## src/rtl/status_led_ctrl.sv

```systemverilog
// status_led_ctrl: arbitrates the board's single status LED between fault
// blink-codes, identify and heartbeat (fixed priority, fault highest) and
// times the chosen pattern from a prescaled tick.
//
// Ports:
//   clk         in   system clock
//   reset       in   asynchronous, active-high reset
//   fault_req   in   fault blink-code requested (level)
//   fault_code  in   pulses per fault code, 0 means no fault
//   ident_req   in   identify pattern requested (level)
//   hb_en       in   heartbeat enabled (level)
//   led         out  LED drive (registered)
//   busy        out  fault sequence in progress (registered)
//   active_src  out  current owner: 0 none, 1 heartbeat, 2 ident, 3 fault
module status_led_ctrl #(
  parameter int unsigned TICK_DIV  = 10,
  parameter int unsigned ON_TICKS  = 1,
  parameter int unsigned OFF_TICKS = 1,
  parameter int unsigned GAP_TICKS = 4,
  parameter int unsigned HB_TICKS  = 2,
  parameter int unsigned CODE_W    = 4
) (
  input  logic              clk,
  input  logic              reset,
  input  logic              fault_req,
  input  logic [CODE_W-1:0] fault_code,
  input  logic              ident_req,
  input  logic              hb_en,
  output logic              led,
  output logic              busy,
  output logic [1:0]        active_src
);

  localparam int unsigned DIV_W  = $clog2(TICK_DIV);
  localparam int unsigned MAX_OO = (ON_TICKS > OFF_TICKS) ? ON_TICKS : OFF_TICKS;
  localparam int unsigned MAX_GH = (GAP_TICKS > HB_TICKS) ? GAP_TICKS : HB_TICKS;
  localparam int unsigned MAX_T  = (MAX_OO > MAX_GH) ? MAX_OO : MAX_GH;
  localparam int unsigned CNT_W  = $clog2(MAX_T + 1);

  typedef enum logic [2:0] {
    S_IDLE  = 3'd0,
    S_ON    = 3'd1,
    S_OFF   = 3'd2,
    S_GAP   = 3'd3,
    S_IDENT = 3'd4,
    S_HB    = 3'd5
  } state_t;

  state_t            state, state_nxt;
  logic [DIV_W-1:0]  div;
  logic              tick;
  logic [CNT_W-1:0]  cnt, cnt_nxt;
  logic [CODE_W-1:0] pulses_left, pulses_nxt, pulses_dec;
  logic              led_nxt, busy_nxt;
  logic [1:0]        src_nxt;
  logic              fault_valid;

  assign tick        = (div == DIV_W'(TICK_DIV - 1));
  assign fault_valid = fault_req && (fault_code != '0);
  // Saturating decrement: the pulse count never wraps below zero.
  assign pulses_dec  = (pulses_left != '0) ? (pulses_left - CODE_W'(1)) : '0;

  // Pattern tick prescaler.
  always_ff @(posedge clk or posedge reset) begin
    if (reset) begin
      div <= '0;
    end else if (tick) begin
      div <= '0;
    end else begin
      div <= div + DIV_W'(1);
    end
  end

  // State and output registers.
  always_ff @(posedge clk or posedge reset) begin
    if (reset) begin
      state       <= S_IDLE;
      cnt         <= '0;
      pulses_left <= '0;
      led         <= 1'b0;
      busy        <= 1'b0;
      active_src  <= 2'd0;
    end else begin
      state       <= state_nxt;
      cnt         <= cnt_nxt;
      pulses_left <= pulses_nxt;
      led         <= led_nxt;
      busy        <= busy_nxt;
      active_src  <= src_nxt;
    end
  end

  // Next-state and next-output logic; everything holds between ticks.
  always_comb begin
    state_nxt  = state;
    cnt_nxt    = cnt;
    pulses_nxt = pulses_left;
    led_nxt    = led;
    src_nxt    = active_src;

    if (tick) begin
      unique case (state)
        S_IDLE: begin
          if (fault_valid) begin
            pulses_nxt = fault_code;
            led_nxt    = 1'b1;
            src_nxt    = 2'd3;
            cnt_nxt    = '0;
            state_nxt  = S_ON;
          end else if (ident_req) begin
            led_nxt   = 1'b1;
            src_nxt   = 2'd2;
            state_nxt = S_IDENT;
          end else if (hb_en) begin
            led_nxt   = 1'b1;
            src_nxt   = 2'd1;
            cnt_nxt   = '0;
            state_nxt = S_HB;
          end else begin
            led_nxt = 1'b0;
            src_nxt = 2'd0;
          end
        end

        S_ON: begin
          if (cnt == CNT_W'(ON_TICKS - 1)) begin
            cnt_nxt    = '0;
            led_nxt    = 1'b0;
            pulses_nxt = pulses_dec;
            state_nxt  = (pulses_dec != '0) ? S_OFF : S_GAP;
          end else begin
            cnt_nxt = cnt + CNT_W'(1);
          end
        end

        S_OFF: begin
          if (cnt == CNT_W'(OFF_TICKS - 1)) begin
            cnt_nxt   = '0;
            led_nxt   = 1'b1;
            state_nxt = S_ON;
          end else begin
            cnt_nxt = cnt + CNT_W'(1);
          end
        end

        S_GAP: begin
          if (cnt == CNT_W'(GAP_TICKS - 1)) begin
            cnt_nxt   = '0;
            led_nxt   = 1'b0;
            src_nxt   = 2'd0;
            state_nxt = S_IDLE;
          end else begin
            cnt_nxt = cnt + CNT_W'(1);
          end
        end

        S_IDENT: begin
          if (fault_valid || !ident_req) begin
            led_nxt   = 1'b0;
            state_nxt = S_IDLE;
          end else begin
            led_nxt = ~led;
          end
        end

        S_HB: begin
          if (fault_valid || ident_req || !hb_en) begin
            led_nxt   = 1'b0;
            cnt_nxt   = '0;
            state_nxt = S_IDLE;
          end else if (cnt == CNT_W'(HB_TICKS - 1)) begin
            led_nxt = ~led;
            cnt_nxt = '0;
          end else begin
            cnt_nxt = cnt + CNT_W'(1);
          end
        end

        default: begin
          cnt_nxt   = '0;
          led_nxt   = 1'b0;
          src_nxt   = 2'd0;
          state_nxt = S_IDLE;
        end
      endcase
    end

    busy_nxt = (state_nxt == S_ON) || (state_nxt == S_OFF) || (state_nxt == S_GAP);
  end

endmodule

```

## config.mk

```make
export PLATFORM = sky130hd
export DESIGN_NAME = status_led_ctrl
export DESIGN_NICKNAME = d
export VERILOG_FILES = /design/src/rtl/status_led_ctrl.sv
export SDC_FILE = /design/constraint.sdc
export NUM_CORES = 1
export LEC_CHECK = 0
export BUFFER_PORTS_ARGS = -buffer_cell sky130_fd_sc_hd__buf_2
export CAP_MARGIN = 20
export CORE_ASPECT_RATIO = 1.4
export CORE_UTILIZATION = 40
export DETAILED_ROUTE_END_ITERATION = 7
export GPL_ROUTABILITY_DRIVEN = 1
export PLACE_DENSITY = 0.64
export SETUP_SLACK_MARGIN = 0.4
export SLEW_MARGIN = 10
export SYNTH_ARGS = -nofsm -noshare
export SYNTH_HDL_FRONTEND = slang
export SYNTH_SLANG_ARGS = --single-unit
```

## constraint.sdc

```tcl
create_clock -name clk -period 1.6 [get_ports clk]
set_input_delay 0.32 -clock clk [delete_from_list [all_inputs] [get_ports clk]]
set_output_delay 0.32 -clock clk [all_outputs]
set_load 0.01 [all_outputs]
```

==> flow_summary.json <==
{
  "synth_area_leaders": "dfrtp_1, ha_1, nand2_1",
  "htreeDepth": 1,
  "drive_gt1_share_pct": 45.54,
  "areaGrowthSynthToFinish_pct": 45.75,
  "gp_congestion": 0.9330,
  "power_density_nw_per_um2": 1063,
  "port_buffers": 12,
  "r2r-end": "pulses_left[1]",
  "violations": "setup timing",
  "period_minus_slack_ns": 1.750,
  "start_kind": "register",
  "dieArea_um2": 3475,
  "worst_slew_pin_slew_ns": 0.3298,
  "track_usage_pct": 21.12,
  "syn_inst": 148,
  "r2r_cells": 7,
  "final_util_pct": 61.08,
  "nFillCells": 261,
  "critPathMaxFanout": 7,
  "rsz0062_at_grt": "true",
  "critPathKind": "reg -> reg",
  "dr.first_iter.drc_count": 54,
  "die_w_um": 50.11,
  "synthFlopType": "dfrtp_1",
  "synth_fp_nets": 163,
  "vias": 1286,
  "clkLatencyLatePin_ns": 0.25,
  "ys_types": 47,
  "first_global_vias": 1291,
  "antenna_left": 0,
  "wl_per_cell_um": 15.05,
  "fin_hold_ws_ns": 0.06446,
  "drc": 0,
  "hold_viol": 0,
  "max_cap_violations": 0,
  "io_pins": 13,
  "cp.arrival_ns": 1.89,
  "fin_nets": 218,
  "cts_sinks": 18,
  "multi_input_area_um2": 875.8,
  "die_h_um": 69.36,
  "endpoint_kind": "register",
  "viasPerCell": 5.336,
  "core_area_um2": 3093,
  "drt-pass1-iter-count": 5,
  "yosys_register_bits": 18,
  "reg2reg_slack_ns": -0.15,
  "layout_setup_ws_ns": -0.1500,
  "cts_tree": "yes",
  "vdd_drop_max_v": 0.0007481,
  "routed_wirelength_um": 3626,
  "antenna_cells": 0,
  "critPathLaunch": "cnt[1]",
  "hold_class": "in -> async",
  "start_util_pct": 41.91,
  "worstPathRequired_ns": 1.74,
  "netlist_area_um2": 1296,
  "hpwlAfterDp_um": 2740,
  "clock.fmax_ghz": 0.5714,
  "ys_seq_area_share_pct": 34.75,
  "regToRegStartpoint": "cnt[1]",
  "leakage_nw": 0.9021,
  "grt_max_degree": 19,
  "syn_area_per_cell_um2": 8.758,
  "cts_inserted_buffers": 3,
  "synth_top_area_cell": "dfrtp_1",
  "status": "finished, violations left",
  "drv_slew": 0,
  "antenna_found_initial": 0,
  "grt-ovfl-total": 0,
  "async_flop_share_pct": 100.0,
  "synth_top_area_share_pct": 34.75,
  "grt_pass1_wl_um": 5644,
  "yosysWarnings": 0,
  "synth_edf_count": 0,
  "seq_area_um2": 451.7,
  "cts_root_buf": "clkbuf_8",
  "fin_crit_sh_pct": 109.4,
  "relSlewSlack_pct": 77.77,
  "path_clk_slew_ns": 0.07,
  "skew_ns": 0.004767,
  "row_count": 24,
  "setup_violations": 8,
  "cts.path.max_buffers": 2
}
## cell usage after synthesis, types with 2 or more instances
cell      count
dfrtp_1      18
or2_2         2
a21oi_1      13
nor4_1        2
nor2b_1       5
o41ai_1       2
nand2_1      18
o22ai_1       2
and3_1        2
mux2i_1       3
buf_6         4
nand2b_1      2
or4_1         2
o21ai_1       5
ha_1          6
nor2_1        9
a31oi_1       3
o21ai_0       7
nor3_1        6
inv_1        10
## final cells by class
class | instances | area share (%)
Clock buffer | 4 | 2.914
Inverter | 10 | 1.987
Multi-Input combinational cell | 112 | 46.36
Sequential cell | 18 | 23.91
Tap cell | 39 | 2.583
Timing Repair Buffer | 58 | 22.25
## logic make-up (layout without fill, tap and decap cells)
| family | count (synthesis) | after routing | share of synthesized area, % |
|---|---|---|---|
| and+or+nand+nor | 56 | 56 | 24.03 |
| AOI/OAI and AO/OA | 44 | 44 | 22.97 |
| DFF | 18 | 18 | 34.75 |
| buffers and inverters | 18 | 72 | 7.914 |
| adders and majority gates | 6 | 6 | 5.791 |
| muxes | 4 | 4 | 3.185 |
| xor gates and xnor gates | 2 | 2 | 1.352 |
## sequential cells by signal, indices dropped and copies added, names as in the netlist
register,count
div,4
pulses_left,4
cnt,3
state,3
active_src,2
busy,1
led,1
## layer usage
metal,up-vias,global-route usage (%),wire length (µm)
li1,642,-,-
met1,623,21.56,1404
met2,19,41.04,2116
met3,2,3.728,78
met4,0,6.667,26
met5,-,0,0
## critical path, stage by stage, from the launching register on
cell and delay, ns:
dfrtp_1 0.40, inv_1 0.09, ha_2 0.18, nor2b_4 0.15, mux2i_1 0.08, or4_4 0.49
o21ai_2 0.16, o21ai_1 0.08
## worst max-delay path by stage
stage               depth (start not counted)  slack (ns)             end
finish                                      7       -0.15  pulses_left[1]
global route                                7       -0.23  pulses_left[1]
CTS                                         7       -0.10  pulses_left[2]
detailed placement                          7       -0.24  pulses_left[2]
global placement                            7       -0.15            busy
floorplan                                   8       -0.09  pulses_left[0]
## stage by stage
stage	instances	cell area, µm²	worst slack [ns]	total power (W)	TNS (ns)
global placement	236	1680	-0.1527	0.001429	-1.014
global route	241	1889	-0.2347	0.002140	-1.483
detailed placement	236	1680	-0.2393	0.001469	-1.409
finish	241	1889	-0.1500	0.002009	-0.6864
floorplan	148	1303	-0.09213	0.001145	-0.3570
CTS	240	1823	-0.1046	0.001930	-0.4625
## report_power, final
group          switching [W]  internal, W
sequential         0.0000956     0.000551
combinational       0.000475     0.000522
clock               0.000148     0.000218
## timing repair
action	in CTS	in global routing
hold buffers	0	0
pin swaps	2	8
setup endpoints to repair	14	14
gates resized for setup	18	13
buffers inserted	0	1
## placed cells by master (no fill, tap or decap), types with 2 or more instances in the layout
cell type / instances
buf_4: 42
o21ai_0: 4
o21ai_1: 5
nor2b_1: 3
dfrtp_1: 17
nor3_1: 6
nand2b_1: 2
inv_1: 10
nand2_1: 17
nor2_1: 9
a21oi_1: 11
clkbuf_8: 4
buf_6: 4
ha_1: 3
ha_2: 2
nor4_1: 2
a21oi_2: 2
or4_4: 2
and3_1: 2
mux2i_1: 3
o41ai_2: 2
a31oi_1: 2
buf_2: 12
o21ai_2: 3
(Power assumes the default switching activity.)
